`src/rtl/n64_pi_pkg.sv`:
```
// n64_pi_pkg: shared PI state encoding, phase timing defaults and address map constants
package n64_pi_pkg;
  typedef enum logic [2:0] {IDLE, ADDR_H, ADDR_L, GAP, STROBE_LO, STROBE_HI} pi_state_t;
  localparam int T_ALE_DEF = 4;
  localparam int T_LO_DEF = 6;
  localparam int T_HI_DEF = 4;
  localparam logic [31:0] PI_ADDR_CART_HI = 32'h1E40_0000;
  localparam logic [31:0] PI_ADDR_CART_EC = 32'h1EC0_0000;
  localparam logic [31:0] PI_ADDR_ROM_IPL = 32'h1040_0400;
  function automatic logic [7:0] phase_len(input int cycles);
    return 8'(cycles - 1);
  endfunction
endpackage

```
`src/rtl/pi_phase_timer.sv`:
```
// pi_phase_timer: loadable down-counter; done while the count sits at zero
module pi_phase_timer (
  input  logic       clk,
  input  logic       reset,
  input  logic       load,
  input  logic [7:0] value,
  output logic       done
);
  logic [7:0] cnt;
  always_ff @(posedge clk or posedge reset)
    if (reset) cnt <= 8'd0;
    else if (load) cnt <= value;
    else if (cnt != 8'd0) cnt <= cnt - 8'd1;
  assign done = cnt == 8'd0;
endmodule

```
`src/rtl/n64_pi_master.sv`:
```
// n64_pi_master: N64 parallel-interface bus master issuing multi-word read/write bursts
module n64_pi_master
  import n64_pi_pkg::*;
#(
  parameter int T_ALE = T_ALE_DEF,
  parameter int T_LO  = T_LO_DEF,
  parameter int T_HI  = T_HI_DEF
) (
  input  logic        clk,
  input  logic        reset,
  input  logic        cmd_valid,
  output logic        cmd_ready,
  input  logic        cmd_write,
  input  logic [31:0] cmd_addr,
  input  logic [7:0]  cmd_len,
  input  logic [15:0] wr_data,
  input  logic        wr_valid,
  output logic        wr_ready,
  output logic [15:0] rd_data,
  output logic        rd_valid,
  input  logic [15:0] ad_in,
  output logic [15:0] ad_out,
  output logic        ad_oe,
  output logic        aleh,
  output logic        alel,
  output logic        read,
  output logic        write,
  output logic        busy
);
  pi_state_t state, state_n;
  logic [31:0] addr;
  logic [7:0] len_cnt, tval;
  logic [15:0] wdata;
  logic dir, armed, done, tload, rd_take;
  pi_phase_timer u_timer (
    .clk(clk),
    .reset(reset),
    .load(tload),
    .value(tval),
    .done(done)
  );
  always_ff @(posedge clk or posedge reset)
    if (reset) state <= IDLE;
    else state <= state_n;
  always_comb begin
    state_n = state;
    case (state)
      IDLE:      if (cmd_valid && cmd_ready) state_n = ADDR_H;
      ADDR_H:    if (done) state_n = ADDR_L;
      ADDR_L:    if (done) state_n = GAP;
      GAP:       if (done && (!dir || wr_valid)) state_n = STROBE_LO;
      STROBE_LO: if (done) state_n = STROBE_HI;
      STROBE_HI: if (done && len_cnt == 8'd0) state_n = IDLE;
                 else if (done && (!dir || wr_valid)) state_n = STROBE_LO;
      default:   state_n = IDLE;
    endcase
  end
  // every state change reloads the timer with the duration of the state being entered
  assign tload = state_n != state;
  assign tval = state_n == STROBE_LO ? phase_len(T_LO) : state_n == STROBE_HI ? phase_len(T_HI) : phase_len(T_ALE);
  assign rd_take = state == STROBE_LO && state_n == STROBE_HI && !dir;
  always_comb begin
    cmd_ready = state == IDLE && armed;
    busy = state != IDLE;
    aleh = state == ADDR_H;
    alel = state == ADDR_H || state == ADDR_L;
    read = !(state == STROBE_LO && !dir);
    write = !(state == STROBE_LO && dir);
    ad_oe = state == ADDR_H || state == ADDR_L || (state != IDLE && dir);
    ad_out = state == ADDR_H ? addr[31:16] : state == ADDR_L ? addr[15:0] & 16'hFFFE : (state != IDLE && dir) ? wdata : 16'h0;
    wr_ready = dir && state_n == STROBE_LO && state != STROBE_LO;
  end
  always_ff @(posedge clk or posedge reset)
    if (reset) begin
      armed <= 1'b0;
      addr <= 32'h0;
      len_cnt <= 8'd0;
      dir <= 1'b0;
      wdata <= 16'h0;
      rd_data <= 16'h0;
      rd_valid <= 1'b0;
    end else begin
      armed <= 1'b1;
      rd_valid <= rd_take;
      if (rd_take) rd_data <= ad_in;
      if (cmd_valid && cmd_ready) begin
        addr <= cmd_addr;
        len_cnt <= cmd_len;
        dir <= cmd_write;
      end
      if (wr_ready) wdata <= wr_data;
      if (state == STROBE_HI && state_n == STROBE_LO) len_cnt <= len_cnt - 8'd1;
    end
endmodule

```
`config.mk`:
```
export PLATFORM = sky130hd
export DESIGN_NAME = n64_pi_master
export DESIGN_NICKNAME = d
export VERILOG_FILES = /design/src/rtl/n64_pi_pkg.sv /design/src/rtl/pi_phase_timer.sv /design/src/rtl/n64_pi_master.sv
export SDC_FILE = /design/constraint.sdc
export NUM_CORES = 1
export LEC_CHECK = 0
export ABC_AREA = 1
export CAP_MARGIN = 20
export CORE_MARGIN = 2
export CORE_UTILIZATION = 43
export CTS_CLUSTER_DIAMETER = 60
export CTS_CLUSTER_SIZE = 40
export DETAILED_ROUTE_END_ITERATION = 7
export PLACE_DENSITY_LB_ADDON = 0.3
export RECOVER_POWER = 25
export SKIP_LAST_GASP = 1
export SYNTH_ARGS = -nofsm -noshare
export SYNTH_HDL_FRONTEND = slang
export SYNTH_SLANG_ARGS = --single-unit
```
`constraint.sdc`:
```
create_clock -name clk -period 2.4 [get_ports clk]
set_input_delay 0.36 -clock clk [delete_from_list [all_inputs] [get_ports clk]]
set_output_delay 0.36 -clock clk [all_outputs]
set_load 0.02 [all_outputs]
```
* Word level (Yosys, flattened, before mapping)
Cells that the tools add are included.
Word-level totals: flip-flop bits (word level) 86, input port bits 77, output and inout bits 41, word-level logic and storage cells 60
Cells by class: $add $sub $neg 2, eq/ne operators 9, muxes and demuxes 15, reduce and logical (&&, ||, !) cells 25
Operators with widths (number):
- two-way mux 16 bit | 3
- two-way mux 8 bit | 4
- two-way mux 3 bit | 7
- one-hot mux 3 bit (6 select lines) | 1
- zero test 8 bit | 2
- subtractor 8 x 1 -> 8 bit (second input constant) | 2
- == test 3 bit (second input constant) | 4
- logical AND 1 bit | 12
- nonzero test 8 bit | 1
- == test 3 x 2 -> 1 bit (second input constant) | 2
- nonzero test 2 bit | 2
- == test 3 x 1 -> 1 bit (second input constant) | 1
- zero test 1 bit | 3
- zero test 3 bit | 1
- logical OR 1 bit | 3
- inequality test 3 bit | 1
- inequality test 3 bit (second input constant) | 1
- nonzero test 3 bit | 1

* Longest topological paths before layout
depth in word-level cells 9, gate-level depth with buffers 15, mapped depth without buffers 15

* Cells and area by module
A second synthesis with hierarchy kept.
Unflattened totals: cell total of the unflattened synthesis 567, area total of the unflattened synthesis 4282.9 um2
By module, submodules not included:
- n64_pi_master | times used 1, cells an instance 496, area an instance 3752.3 um2, sequential area each 1926.8 um2
- pi_phase_timer | times used 1, cells an instance 71, area an instance 530.5 um2, sequential area each 200.2 um2

* Worst setup path before layout
OpenSTA, ideal clock, no wires.
path type register -> output, start reg state[0], end out wr_ready, arrival time 1.805 ns, data required time 2.040 ns, slack 0.235 ns, cell stages (with the launch flop) 13, buffers on the path 3, path through dfrtp_1 buf_4 nor2_4 nand2_2 nor2_2 nand2_2 o21ai_2 nor2_2 nand2_4 nor2_4 and3_1 buf_6 buf_6
On the way: word-level cells in the longest chain between the ends 8, elaborated cells on any way between the ends 19, classes of those cells eq/ne (7); mux (7); reduce/logical (5)
Ends and longest elaborated chain:
- from (decl) | line n64_pi_master.sv:30 | pi_state_t state, state_n;
- from (signal assigned) | line n64_pi_master.sv:44 | else state <= state_n;
- zero test 3 bit | line n64_pi_master.sv:63 | cmd_ready = state == IDLE && armed;
- logical AND 1 bit | line n64_pi_master.sv:63
- net cmd_ready | line n64_pi_master.sv:12 | output logic cmd_ready,
- logical AND 1 bit | line n64_pi_master.sv:48 | IDLE: if (cmd_valid && cmd_ready) state_n = ADDR_H;
- two-way mux 3 bit | line n64_pi_master.sv:48
- one-hot mux 3 bit (6 select lines) | line n64_pi_master.sv:47 | case (state)
- net state_n[0] | line n64_pi_master.sv:30
- == test 3 bit | line n64_pi_master.sv:71 | wr_ready = dir && state_n == STROBE_LO && state != STROBE_LO;
- logical AND 1 bit (2 in a row) | line n64_pi_master.sv:71
- to (decl) | line n64_pi_master.sv:18 | output logic wr_ready,
The timed path passes the listed nets, and every way through them passes these cells.

* Worst setup path in the final report
start reg u_timer.cnt[0], end out wr_ready
On the way: word-level cells in the longest chain between the ends 8, elaborated cells on any way between the ends 12, classes of those cells eq/ne (1); mux (6); reduce/logical (5)
Ends and longest elaborated chain:
- from (decl) | line pi_phase_timer.sv:9 | logic [7:0] cnt;
- from (signal assigned) | line pi_phase_timer.sv:12 | else if (load) cnt <= value;
- from (signal assigned) | line pi_phase_timer.sv:13 | else if (cnt != 8'd0) cnt <= cnt - 8'd1;
- zero test 8 bit (*) | line pi_phase_timer.sv:14 | assign done = cnt == 8'd0;
- logical AND 1 bit | line n64_pi_master.sv:51, n64_pi_master.sv:54
- two-way mux 3 bit | line n64_pi_master.sv:51, n64_pi_master.sv:54
- two-way mux 3 bit | line n64_pi_master.sv:53 | STROBE_HI: if (done && len_cnt == 8'd0) state_n = IDLE;
- one-hot mux 3 bit (6 select lines) (*) | line n64_pi_master.sv:47
- net state_n[0] | line n64_pi_master.sv:30
- == test 3 bit (*) | line n64_pi_master.sv:71
- logical AND 1 bit (*) (2 in a row) | line n64_pi_master.sv:71
The timed path passes the listed nets; every way through them passes the cells marked *.

==> run metrics <==
status=complete, but fails checks; violated checks=negative setup slack; Final ANT Viol Nets=0; Req. time, crit path=2040 ps; DIE AREA=10,400 um^2; min cycle time layout=2450 ps; clk slew on worst S/H paths=90 ps; Max Slew Vio Count=0; largest area contributor in the synthesized netlist=dfrtp_1; Worst slew margin=22.8%; Core ar.=9280 um^2; Port Buf Inserts=116; Fillers=823; CTS Buf Count=9; Synth Instances=525; CTS H-tree depth=3; Syn Nets=606; worst hold slack=483 ps; I/O pins=118; Routed WL per cell=12.9 um; via count=3,773; GRT Total Usage=20.8%; Yosys top cell area share=51.5%; gpl congestion=0.819; Worst Hold Class=flop to flop; unrepaired setup endpoints after global routing=yes; FP Rows=35; Initial Utilization=44.5%; placed inst area=5660 um^2; Final setup viols=1; overall routed net length=10.3 mm; fmax=408 MHz; Synth cell types=31; pin count of the biggest net entering global routing=86; CP Launch Type=flop; Final period util=102%; clk_lat worst skew=360 ps; clock buffer depth=2; most frequent cells in the layout=nand2_1 (218), clkdlybuf4s50_1 (97), dfrtp_1 (85); Max-Cap Viols=0; Mapped Area=4130 um^2; DP Wirelength=7.59 mm; CTS tree=done; fin nets=749; First DRT Iteration DRCs=161; Fin. Hold Viols=0; TNS Setup=-48.5 ps; Pleak=0.00294 uW; crit end category=primary output; Synth Register Bits=85; total gr overflow=0; Post-Layout Inst Area=5810 um^2; vias per cell=4.70; commonest non-fill, non-tap cell in the layout=nand2_1; Reg2Reg Setup Slack=250 ps; sinks on the clock net=85; worst setup margin=-48.5 ps; DRT Pass-1 Iters=4; first-pass GRT wire length=17.1 mm; YS warnings=0; area grow syn2layout=40.6%; Syn Area/Cell=7.87 um^2; Slew @ Worst Pin=1160 ps; ANT cells=0; Critical Path Fanout Max=4; Clock Tree Root=clkbuf_8; worst vdd ir=0.000593 V; initial antenna violation count=0; layout cell share with drive strength beyond 1=13.5%; register area share after synthesis=51.5%; vias in the first global route=3,725; PwrDens=1030 nW/um^2; crit path DAT=2090 ps; Die H=102 um; DRC viols=0; Die W=102 um; skew final=13.7 ps; critical path class=flop to primary output; Synth area leaders=dfrtp_1 (51%), nand2_1 (20%), nand3_1 (4.4%)
[metrics by stage]
step	setup slack [ps]	cells	utilization (%)	power [uW]
floorplan	235	525	-	3870
global placement	-253	784	61.0	5100
detailed placement	-274	784	61.0	5180
CTS	-263	800	62.9	6060
global route	-144	802	62.6	6450
finish	-48.5	802	62.6	5990
[critical path, stage by stage, from the launching register on]
cell and delay [ps]:
dfrtp_1 380, inv_1 90, ha_2 200, nand3_2 100
nor2_4 130, buf_4 140, o21ai_2 50, nor2_2 150
nand2_4 80, nor2_4 90, and3_4 210, buf_4 140
[layout make-up]
class,count,area [um^2],share of cell area [%]
Sequential cell,85,2130,36.6
Tap cell,129,161,2.78
Timing Repair Buffer,154,1420,24.5
Inverter,47,180,3.10
Multi-Input combinational cell,371,1730,29.7
Clock inverter,5,60.1,1.03
Clock buffer,11,131,2.26
[flip-flops by register name, summed over array words and instances (netlist names)]
| signal | cells |
|---|---|
| rd_data | 16 |
| armed | 1 |
| len_cnt | 8 |
| rd_valid | 1 |
| u_timer.cnt | 8 |
| state | 3 |
| wdata | 16 |
| addr | 31 |
| dir | 1 |
[layer usage]
| metal | up-vias | share of wire, % | global-route usage (%) |
|---|---|---|---|
| met5 | - | 0 | 0 |
| met4 | 0 | 1.2 | 5.74 |
| met3 | 13 | 4.7 | 4.17 |
| met2 | 91 | 50 | 34.9 |
| met1 | 1745 | 44 | 27.7 |
| li1 | 1924 | - | - |
[Yosys cell counts (all sizes together)]
library cell / n
or2: 3
o211ai: 9
a22oi: 6
buf: 14
inv: 47
nand3: 37
xor2: 5
dfrtp: 85
clkbuf: 8
a21oi: 12
xnor2: 4
nor3: 3
o21ai: 29
conb: 1
nand2: 223
nand4: 1
and3: 1
o221ai: 1
nor2: 32
ha: 4
[cell families (layout without fill, tap and decap cells)]
kind of cell               count (synthesis)  count (layout)  synth area share, %
buffers and inverters                     69             217                 7.11
adders and majority gates                  4               4                 1.21
and+or+nand+nor                          300             300                 30.2
other                                      1               1               0.0907
xor gates and xnor gates                   9               9                 1.91
DFF                                       85              85                 51.5
AOI/OAI and AO/OA                         57              57                 7.99
[what timing repair did]
| action | CTS | global route |
|---|---|---|
| pin swaps | 0 | 4 |
| hold buffers | 0 | 0 |
| endpoints found under the setup margin | 18 | 19 |
| gates resized for setup | 27 | 30 |
| hold endpoints to repair | 0 | 0 |
| buffers inserted | 0 | 2 |
[power by group]
group | internal (uW) | leakage (uW) | switching (uW)
sequential | 1890 | 0.00110 | 225
clock | 486 | 0.0000939 | 515
combinational | 1190 | 0.00175 | 1690
total | 3560 | 0.00294 | 2430
[worst paths after layout]
check | start | end | depth (start not counted)
max | u_timer.cnt[0] | wr_ready | 11
min | rd_data[0] | rd_data[0] | 2
max reg2reg | u_timer.cnt[0] | len_cnt[1] | 14
min reg2reg | rd_data[0] | rd_data[0] | 2
max in group asynchronous | reset | addr[2] | 3
min in group asynchronous | reset | rd_data[12] | 3
Note: power is estimated with default switching activity, not from simulation.
